--- src/rtl/fp_compare_pipe.sv ---
// Pipelined IEEE-754 compare unit: EQ/LT/LE/MIN/MAX with RISC-V NV semantics.
// All arithmetic happens in stage 1; later stages only delay the result and tag.
module fp_compare_pipe #(
    parameter int EXP_W   = 8,
    parameter int MAN_W   = 23,
    parameter int LATENCY = 1,
    parameter int TAG_W   = 5,
    localparam int FW     = 1 + EXP_W + MAN_W
) (
    input  logic             clock,
    input  logic             reset,
    input  logic             in_valid,
    output logic             in_ready,
    input  logic [2:0]       op,
    input  logic [FW-1:0]    a,
    input  logic [FW-1:0]    b,
    input  logic [TAG_W-1:0] tag,
    output logic             out_valid,
    input  logic             out_ready,
    output logic [FW-1:0]    result,
    output logic             invalid,
    output logic [TAG_W-1:0] out_tag
);

    localparam logic [2:0] OP_EQ  = 3'd0;
    localparam logic [2:0] OP_LT  = 3'd1;
    localparam logic [2:0] OP_LE  = 3'd2;
    localparam logic [2:0] OP_MIN = 3'd3;
    localparam logic [2:0] OP_MAX = 3'd4;

    localparam logic [FW-1:0] CANON_NAN = {1'b0, {EXP_W{1'b1}}, 1'b1, {(MAN_W-1){1'b0}}};

    logic             a_sign, b_sign;
    logic [EXP_W-1:0] a_exp, b_exp;
    logic [MAN_W-1:0] a_man, b_man;
    logic [FW-2:0]    a_mag, b_mag;
    logic             a_nan, b_nan, a_snan, b_snan, a_zero, b_zero;
    logic             mag_lt, mag_eq, mag_gt;
    logic             num_lt, num_eq, tot_lt;
    logic             any_nan, any_snan;
    logic [FW-1:0]    res_s1;
    logic             inv_s1;
    logic             en;

    assign a_sign = a[FW-1];
    assign b_sign = b[FW-1];
    assign a_exp  = a[FW-2:MAN_W];
    assign b_exp  = b[FW-2:MAN_W];
    assign a_man  = a[MAN_W-1:0];
    assign b_man  = b[MAN_W-1:0];
    assign a_mag  = a[FW-2:0];
    assign b_mag  = b[FW-2:0];

    assign a_nan  = (&a_exp) && (|a_man);
    assign b_nan  = (&b_exp) && (|b_man);
    assign a_snan = a_nan && !a_man[MAN_W-1];
    assign b_snan = b_nan && !b_man[MAN_W-1];
    assign a_zero = ~|a_mag;
    assign b_zero = ~|b_mag;

    assign any_nan  = a_nan || b_nan;
    assign any_snan = a_snan || b_snan;

    // {exp, man} is monotonic in magnitude, so one unsigned compare orders non-NaN values.
    assign mag_lt = a_mag < b_mag;
    assign mag_eq = a_mag == b_mag;
    assign mag_gt = !mag_lt && !mag_eq;

    always_comb begin
        num_eq = (a_zero && b_zero) || (a == b);

        if (a_zero && b_zero)
            num_lt = 1'b0;
        else if (a_sign != b_sign)
            num_lt = a_sign;
        else if (a_sign)
            num_lt = mag_gt;
        else
            num_lt = mag_lt;

        // Total order used by MIN/MAX: -0 sorts below +0.
        if (a_sign != b_sign)
            tot_lt = a_sign;
        else if (a_sign)
            tot_lt = mag_gt;
        else
            tot_lt = mag_lt;
    end

    always_comb begin
        res_s1 = '0;
        inv_s1 = 1'b0;
        case (op)
            OP_EQ: begin
                res_s1 = {{(FW-1){1'b0}}, num_eq && !any_nan};
                inv_s1 = any_snan;
            end
            OP_LT: begin
                res_s1 = {{(FW-1){1'b0}}, num_lt && !any_nan};
                inv_s1 = any_nan;
            end
            OP_LE: begin
                res_s1 = {{(FW-1){1'b0}}, (num_lt || num_eq) && !any_nan};
                inv_s1 = any_nan;
            end
            OP_MIN, OP_MAX: begin
                if (a_nan && b_nan)
                    res_s1 = CANON_NAN;
                else if (a_nan)
                    res_s1 = b;
                else if (b_nan)
                    res_s1 = a;
                else if (op == OP_MIN)
                    res_s1 = tot_lt ? a : b;
                else
                    res_s1 = tot_lt ? b : a;
                inv_s1 = any_snan;
            end
            default: begin
                res_s1 = '0;
                inv_s1 = 1'b0;
            end
        endcase
    end

    // Handshake: input transfers on in_valid && in_ready, output on out_valid && out_ready.
    // The whole pipe advances as one when the output slot is empty or being consumed.
    assign en       = !out_valid || out_ready;
    assign in_ready = en;

    logic [LATENCY-1:0]            vld_d, vld_q;
    logic [LATENCY-1:0]            inv_d, inv_q;
    logic [LATENCY-1:0][FW-1:0]    res_d, res_q;
    logic [LATENCY-1:0][TAG_W-1:0] tag_d, tag_q;

    always_comb begin
        vld_d    = vld_q;
        inv_d    = inv_q;
        res_d    = res_q;
        tag_d    = tag_q;
        vld_d[0] = in_valid;
        inv_d[0] = inv_s1;
        res_d[0] = res_s1;
        tag_d[0] = tag;
        for (int i = 1; i < LATENCY; i++) begin
            vld_d[i] = vld_q[i-1];
            inv_d[i] = inv_q[i-1];
            res_d[i] = res_q[i-1];
            tag_d[i] = tag_q[i-1];
        end
    end

    always_ff @(posedge clock or negedge reset) begin
        if (!reset) begin
            vld_q <= '0;
            inv_q <= '0;
            res_q <= '0;
            tag_q <= '0;
        end else if (en) begin
            vld_q <= vld_d;
            inv_q <= inv_d;
            res_q <= res_d;
            tag_q <= tag_d;
        end
    end

    assign out_valid = vld_q[LATENCY-1];
    assign invalid   = inv_q[LATENCY-1];
    assign result    = res_q[LATENCY-1];
    assign out_tag   = tag_q[LATENCY-1];

endmodule
--- config.mk ---
export PLATFORM = sky130hd
export DESIGN_NAME = fp_compare_pipe
export DESIGN_NICKNAME = d
export VERILOG_FILES = /design/src/rtl/fp_compare_pipe.sv
export SDC_FILE = /design/constraint.sdc
export NUM_CORES = 1
export LEC_CHECK = 0
export CAP_MARGIN = 40
export CORE_UTILIZATION = 55
export CTS_BUF_LIST = sky130_fd_sc_hd__clkbuf_2
export DETAILED_ROUTE_END_ITERATION = 8
export DONT_BUFFER_PORTS = 1
export HOLD_SLACK_MARGIN = 0.06
export PLACE_DENSITY = 0.7
export REMOVE_ABC_BUFFERS = 1
export SYNTH_ARGS = -nofsm -noshare
export SYNTH_HDL_FRONTEND = slang
export SYNTH_SLANG_ARGS = --single-unit
--- constraint.sdc ---
create_clock -name clock -period 2.1 [get_ports clock]
set_input_delay 0.315 -clock clock [delete_from_list [all_inputs] [get_ports clock]]
set_output_delay 0.315 -clock clock [all_outputs]
set_load 0.05 [all_outputs]
==> results of run 1 <==
-- flip-flops by register name, summed over array words and instances, names as in the netlist --
name	flops
result	32
out_tag	5
invalid	1
out_valid	1
-- worst max-delay path, cell delays in order --
cell and delay, ns:
inv_1 0.04, ha_4 0.26, nand4_1 0.16, buf_4 0.20
nor4_4 0.28, nand2_2 0.13, buf_6 0.14, a32oi_4 0.31
buf_6 0.16, a211oi_4 0.07, buf_6 0.16, o211ai_1 0.25
nand3_2 0.11
-- synth_stat cells (4+ instances only) --
| master | number | area share |
|---|---|---|
| a32oi_1 | 29 | 0.073 |
| inv_1 | 35 | 0.038 |
| nor4_1 | 16 | 0.029 |
| nand2_1 | 30 | 0.032 |
| nor2_1 | 9 | 0.0097 |
| dfrtp_1 | 39 | 0.28 |
| o21ai_1 | 5 | 0.0072 |
| a21oi_1 | 18 | 0.026 |
| nand3_1 | 64 | 0.092 |
| and3_1 | 30 | 0.054 |
| nand4_1 | 13 | 0.023 |
| nor3_1 | 5 | 0.0072 |
| ha_1 | 33 | 0.12 |
| o211ai_1 | 30 | 0.065 |
| buf_2 | 11 | 0.016 |
| clkbuf_1 | 23 | 0.025 |
| o21ai_0 | 4 | 0.0057 |
-- cell type report --
type / instances / area [um^2]
Clock buffer: 5 / 25.0
Clock inverter: 3 / 23.8
Fill cell: 333 / 981
Inverter: 36 / 166
Multi-Input combinational cell: 324 / 2830
Sequential cell: 39 / 976
Tap cell: 75 / 93.8
Timing Repair Buffer: 100 / 931
-- power by group --
group          switching (mW)  internal, mW  total (mW)
Sequential              0.301         0.817        1.12
Clock                   0.313        0.0853       0.399
Combinational           0.419         0.365       0.784
-- stage by stage --
stage	instance area [um^2]	std cells	utilization	setup WS, ns	hold slack (ns)
after floorplan	3340	399	-	-1.78	0.0194
after global placement	3790	518	0.630	-0.574	0.0203
after detailed placement	3790	518	0.630	-0.749	0.0204
after CTS	4700	574	0.781	-0.0150	0.0660
after global routing	5040	582	0.837	-0.220	0.0808
final	5040	582	0.837	-0.151	0.0668
-- routing by layer --
metal  GRT usage  vias up  routed length (um)
met1       0.449     2051                5010
met3      0.0911       79                1320
met2       0.631      342                6730
met4       0.188        0                 626
met5           0        -                   0
li1            -     1832                   -
-- cell families after synthesis --
family,synth area share
DFF,0.280
adders and majority gates,0.118
AOI/OAI and AO/OA,0.236
xor gates and xnor gates,0.00251
and+or+nand+nor,0.284
buffers and inverters,0.0803
-- what timing repair did --
action | in CTS | in global routing
pin swaps | 32 | 10
setup endpoints to repair | 31 | 31
hold buffers | 38 | 0
cloned | 0 | 1
buffers inserted | 10 | 7
gates resized for setup | 61 | 60
hold endpoints to repair | 75 | 0
-- final timing paths --
kind,start,to,cells after the start
setup / recovery,b[26],result[23],13
hold / removal,b[16],result[16],2
setup reg to reg,out_valid,result[0],6
hold reg to reg,out_tag[3],out_tag[3],2
max in group asynchronous,reset,result[15],2
min in group asynchronous,reset,result[0],2
==> flow_summary.yaml, run 1 <==
run_status:
  status: "complete, but fails checks"
  violations: "negative setup slack"
sta:
  max-slew-margin-rel: 0.657
  finalSetupTns_ns: -3.46
  max_freq_ghz: 0.444
  finalCritPeriodShare: 1.07
  worstMarginPinSlew_ns: 0.514
  setup_viol: 31
  rsz0062_at_grt: "true"
  maxSlewViolCount: 0
  skew_ns: 0.00987
  layout_setup_ws_ns: -0.151
  min_period_ns: 2.25
  finalHoldViolCount: 0
drt:
  wl_per_cell_um: 23.5
  dr.pass1.iters: 5
  num_vias: 4304
  drc: 0
  vias_per_cell: 7.40
  drt_iter0_markers: 392
  ant_nets: 0
  wl_mm: 13.7
floorplan:
  boundaryPins: 116
  dieHeight_um: 81.7
  die_w_um: 81.7
  initial_core_util: 0.579
  core_um2: 6030
  row_count: 28
  die_area_um2: 6670
yosys:
  syn_area_um2: 3490
  yosysUniqueCellTypes: 45
  syn_inst: 434
  ys_ff_latch: 39
  synth_edf_count: 0
  synth_area_per_cell_um2: 8.04
  yosysWarnings: 0
  ys.flop_type: "dfrtp_1"
  ys_seq_area_frac: 0.280
  async_flop_share: 1.00
finish:
  antenna_cells: 0
  drive_above_1_share: 0.329
  layout_commonest_cell: "buf_4"
  layout_common_cells: "buf_4, dfrtp_1, dlygate4sd3_1, nand3_1"
  area_growth_pct: 44.6
  layout.nets: 615
cts:
  tritoncts: "yes"
  cts_htree_levels: 2
  cts.sinks: 39
  clk_pin_slew_ns: 0.24
  root_buffer: "clkbuf_2"
  clockBufferDepth: 2
  cts_buffers: 5
  clock_latency_ns: 0.44
global_route:
  grt_max_degree: 40
  antenna_found_initial: 0
  grt_pass1_vias: 4004
  grt_pass1_wl_mm: 19.2
  grt_usage: 0.377
  grt_overflow: 0
critical_path:
  required_ns: 2.46
  worstSetupPathType: "primary input to register"
  ff2ff_setup_slack_ns: 0.45
  crit_path_start_kind: "primary input"
  critPathArrivalTime_ns: 2.61
  crit_path_end_kind: "register"
  cp_max_fo: 9
place:
  place_hpwl_mm: 8.07
  portBuffers: 0
  gp_congestion: 1.00
hold_path:
  hp-class: "primary input to register"
power:
  leakage_nw: 2.22
  p_per_area_nw_per_um2: 456
  ir_worst_vdd_mv: 0.547
  totalPowerFinal_mw: 2.30
run:
  cap_violations: 0
Note: power is estimated with default switching activity, not from simulation.
==> run 2: changes to the inputs <==
--- a/config.mk
+++ b/config.mk
@@ -5,6 +5,7 @@
 export SDC_FILE = /design/constraint.sdc
 export NUM_CORES = 1
 export LEC_CHECK = 0
+export ABC_CLOCK_PERIOD_IN_PS = 2100
 export CAP_MARGIN = 40
 export CORE_UTILIZATION = 55
 export CTS_BUF_LIST = sky130_fd_sc_hd__clkbuf_2
==> results of run 2 <==
The final DEF is identical to that of run 1; final timing and power are the same.
==> run 3: changes to the inputs <==
--- a/config.mk
+++ b/config.mk
@@ -5,10 +5,12 @@
 export SDC_FILE = /design/constraint.sdc
 export NUM_CORES = 1
 export LEC_CHECK = 0
+export ABC_AREA = 1
 export ABC_CLOCK_PERIOD_IN_PS = 2100
 export CAP_MARGIN = 40
 export CORE_UTILIZATION = 55
 export CTS_BUF_LIST = sky130_fd_sc_hd__clkbuf_2
+export CTS_CLUSTER_DIAMETER = 50
 export DETAILED_ROUTE_END_ITERATION = 8
 export DONT_BUFFER_PORTS = 1
 export HOLD_SLACK_MARGIN = 0.06
==> run 3 against run 2 <==
Hold slack gained 0.0095 ns. Routed wire length shrank 39%. Count of clock-buffer cells in the layout grew 2. Final cell count grew 1.9%. Largest cell class unchanged. Register-to-register slack gained 0.11 ns. The flow now finishes without violations. Via count shrank 25%. Critical path depth grew 7. Critical endpoint is now result[18].
==> flow_summary.yaml, run 3 <==
place:
  dp.cells: 556
  portBuffers: 0
  gp_congestion: 0.838
  place_hpwl_mm: 6.27
  post-place-ws_ns: -0.222
yosys:
  syn_inst: 454
  async_flop_share: 1.00
  ys.flop_type: "dfrtp_1"
  yosysWarnings: 0
  yosysUniqueCellTypes: 34
  yosys.area.top_type: "dfrtp_1"
  syn_area_um2: 3200
  synthMostInstantiatedCell: "nand2_1"
  synth_edf_count: 0
  synth_top_area_share: 0.305
  synthTopCellsByCount: "nand2_1, inv_1, dfrtp_1"
  synth_area_per_cell_um2: 7.06
  ys_ff_latch: 39
  ys_seq_area_frac: 0.305
  synth_area_leaders: "dfrtp_1, nand2_1, ha_1"
drt:
  drc: 0
  wl_per_cell_um: 14.0
  ant_nets: 0
  num_vias: 3212
  dr.pass1.iters: 4
  wl_mm: 8.31
  vias_per_cell: 5.42
  drt_iter0_markers: 135
power:
  totalPowerFinal_mw: 2.19
  p_per_area_nw_per_um2: 561
  netSwitchingFraction: 0.445
  clockPowerShare: 0.158
  p_switching_mw: 0.973
  intPower_mw: 1.21
  leakage_nw: 2.14
  p_seq_frac: 0.547
  p_comb_frac: 0.295
  ir_worst_vdd_mv: 0.457
critical_path:
  crit_path_start_kind: "primary input"
  cpMostUsedCell: "nand2_1"
  crit_buf_inv: 3
  crit_family: "simple AND/OR/NAND/NOR gates"
  worstSetupPathType: "primary input to register"
  required_ns: 2.41
  crit_chain: "inv_1, ha_1, nand2_1, nor2_2, inv_1, nor2_2, nand2_1, nand2_1, nand2_1, nand2_1, nand2_1, nand2_2, nand2_2, nand2_2, nand3_4, nand2_8, buf_12, a21oi_2, o21ai_1, nand2_1"
  ff2ff_setup_slack_ns: 0.56
  crit_path_end_kind: "register"
  reg2reg_from: "out_valid"
  worst_path_max_delay_cell: "ha_1"
  reg2reg_to: "result[12]"
  cp.depth: 20
  endpoint: "result[18]"
  critPathArrivalTime_ns: 2.21
  startpoint: "b[14]"
  slowest_delay_ns: 0.29
  ff2ff_path_depth: 9
  cp_max_fo: 11
floorplan:
  die_area_um2: 6130
  initial_core_util: 0.575
  row_count: 27
  boundaryPins: 116
  dieHeight_um: 78.3
  core_um2: 5570
  die_w_um: 78.3
finish:
  layout_common_cells: "nand2_1, inv_1, dfrtp_1, buf_4, ha_1"
  area_growth_pct: 21.8
  final_cells: 593
  largest_register_ffs: 32
  drive_above_1_share: 0.169
  final_util: 0.700
  antenna_cells: 0
  layout.nets: 629
  layout_commonest_cell: "nand2_1"
cts:
  cts.sinks: 39
  cts_resized: 0
  cts_htree_levels: 2
  clockBufferDepth: 2
  root_buffer: "clkbuf_2"
  cts_buffers: 5
  tritoncts: "yes"
  clk_pin_slew_ns: 0.20
  clock_latency_ns: 0.40
global_route:
  grt_overflow: 0
  grt_pass1_vias: 3228
  grt_max_degree: 41
  antenna_found_initial: 0
  grt_usage: 0.286
  grt_pass1_wl_mm: 13.9
sta:
  finalCritPeriodShare: 0.905
  min_period_ns: 1.90
  worstMarginPinSlew_ns: 0.511
  maxSlewViolCount: 0
  finalHoldViolCount: 0
  finalSetupTns_ns: 0
  max_freq_ghz: 0.526
  layout_setup_ws_ns: 0.200
  max-slew-margin-rel: 0.659
  setup_viol: 0
  rsz0062_at_grt: "false"
  skew_ns: 0.0145
hold_path:
  min_path_cells: 2
  hp-class: "primary input to register"
run_status:
  status: "finished, final reports clean"
run:
  cap_violations: 0
[run 3: layer usage]
layer / global-route usage / vias up / part of all wire
met5: 0 / - / 0
met4: 0.100 / 0 / 0.019
met3: 0.0733 / 14 / 0.082
met2: 0.504 / 127 / 0.49
met1: 0.335 / 1469 / 0.41
li1: - / 1602 / -
[run 3: kinds of logic (layout without fill, tap and decap cells)]
family          Yosys count  count (layout)  synth area share
simple gates            234             234             0.323
buf+inv                  75             142             0.104
compound gates           73              73             0.139
flops                    39              39             0.305
fa+ha+maj                33              33             0.129
[run 3: worst reg2reg max path: stages (launching register included)]
cell and delay [ns]:
dfrtp_1 0.39, inv_1 0.05, nor2_2 0.10, clkinv_1 0.10
nand3_1 0.15, nor2_2 0.07, inv_2 0.36, a21oi_1 0.09
o21ai_1 0.10, nand2_1 0.06
[run 3: stage by stage]
step	instance area, um^2	hold slack, ns
6_report	3900	0.0763
5_1_grt	3900	0.0923
4_1_cts	3900	0.0706
3_5_place_dp	3560	0.0202
3_3_place_gp	3560	0.0202
2_1_floorplan	3110	0.0194
[run 3: repair_timing]
action	in CTS	in global routing
setup buffers	0	0
hold endpoints to repair	65	0
hold buffers	29	0
[run 3: worst min path at each step]
stage                     startpoint         end  slack [ns]
after floorplan                reset     invalid        0.02
after global placement         reset  result[10]        0.02
after detailed placement       reset   result[8]        0.02
after CTS                       a[4]   result[4]        0.07
after global routing            b[3]   result[3]        0.09
final                           a[4]   result[4]        0.08
[run 3: cell type report]
cell class	count	area [um^2]
clock inverter	1	5.00
timing repair buffer	70	658
tap	72	90.1
sequential	39	976
multi-input combinational	340	1900
inverter	64	240
clock buffer	7	35.0
fill	503	1670
[run 3: power groups by stage]
stage               clock network, mW  registers [mW]  logic (mW)
floorplan                           0            1.20       0.381
global placement                    0            1.21       0.564
CTS                             0.354            1.19       0.649
detailed placement                  0            1.21       0.583
global route                    0.383            1.21       0.734
finish                          0.345            1.20       0.646
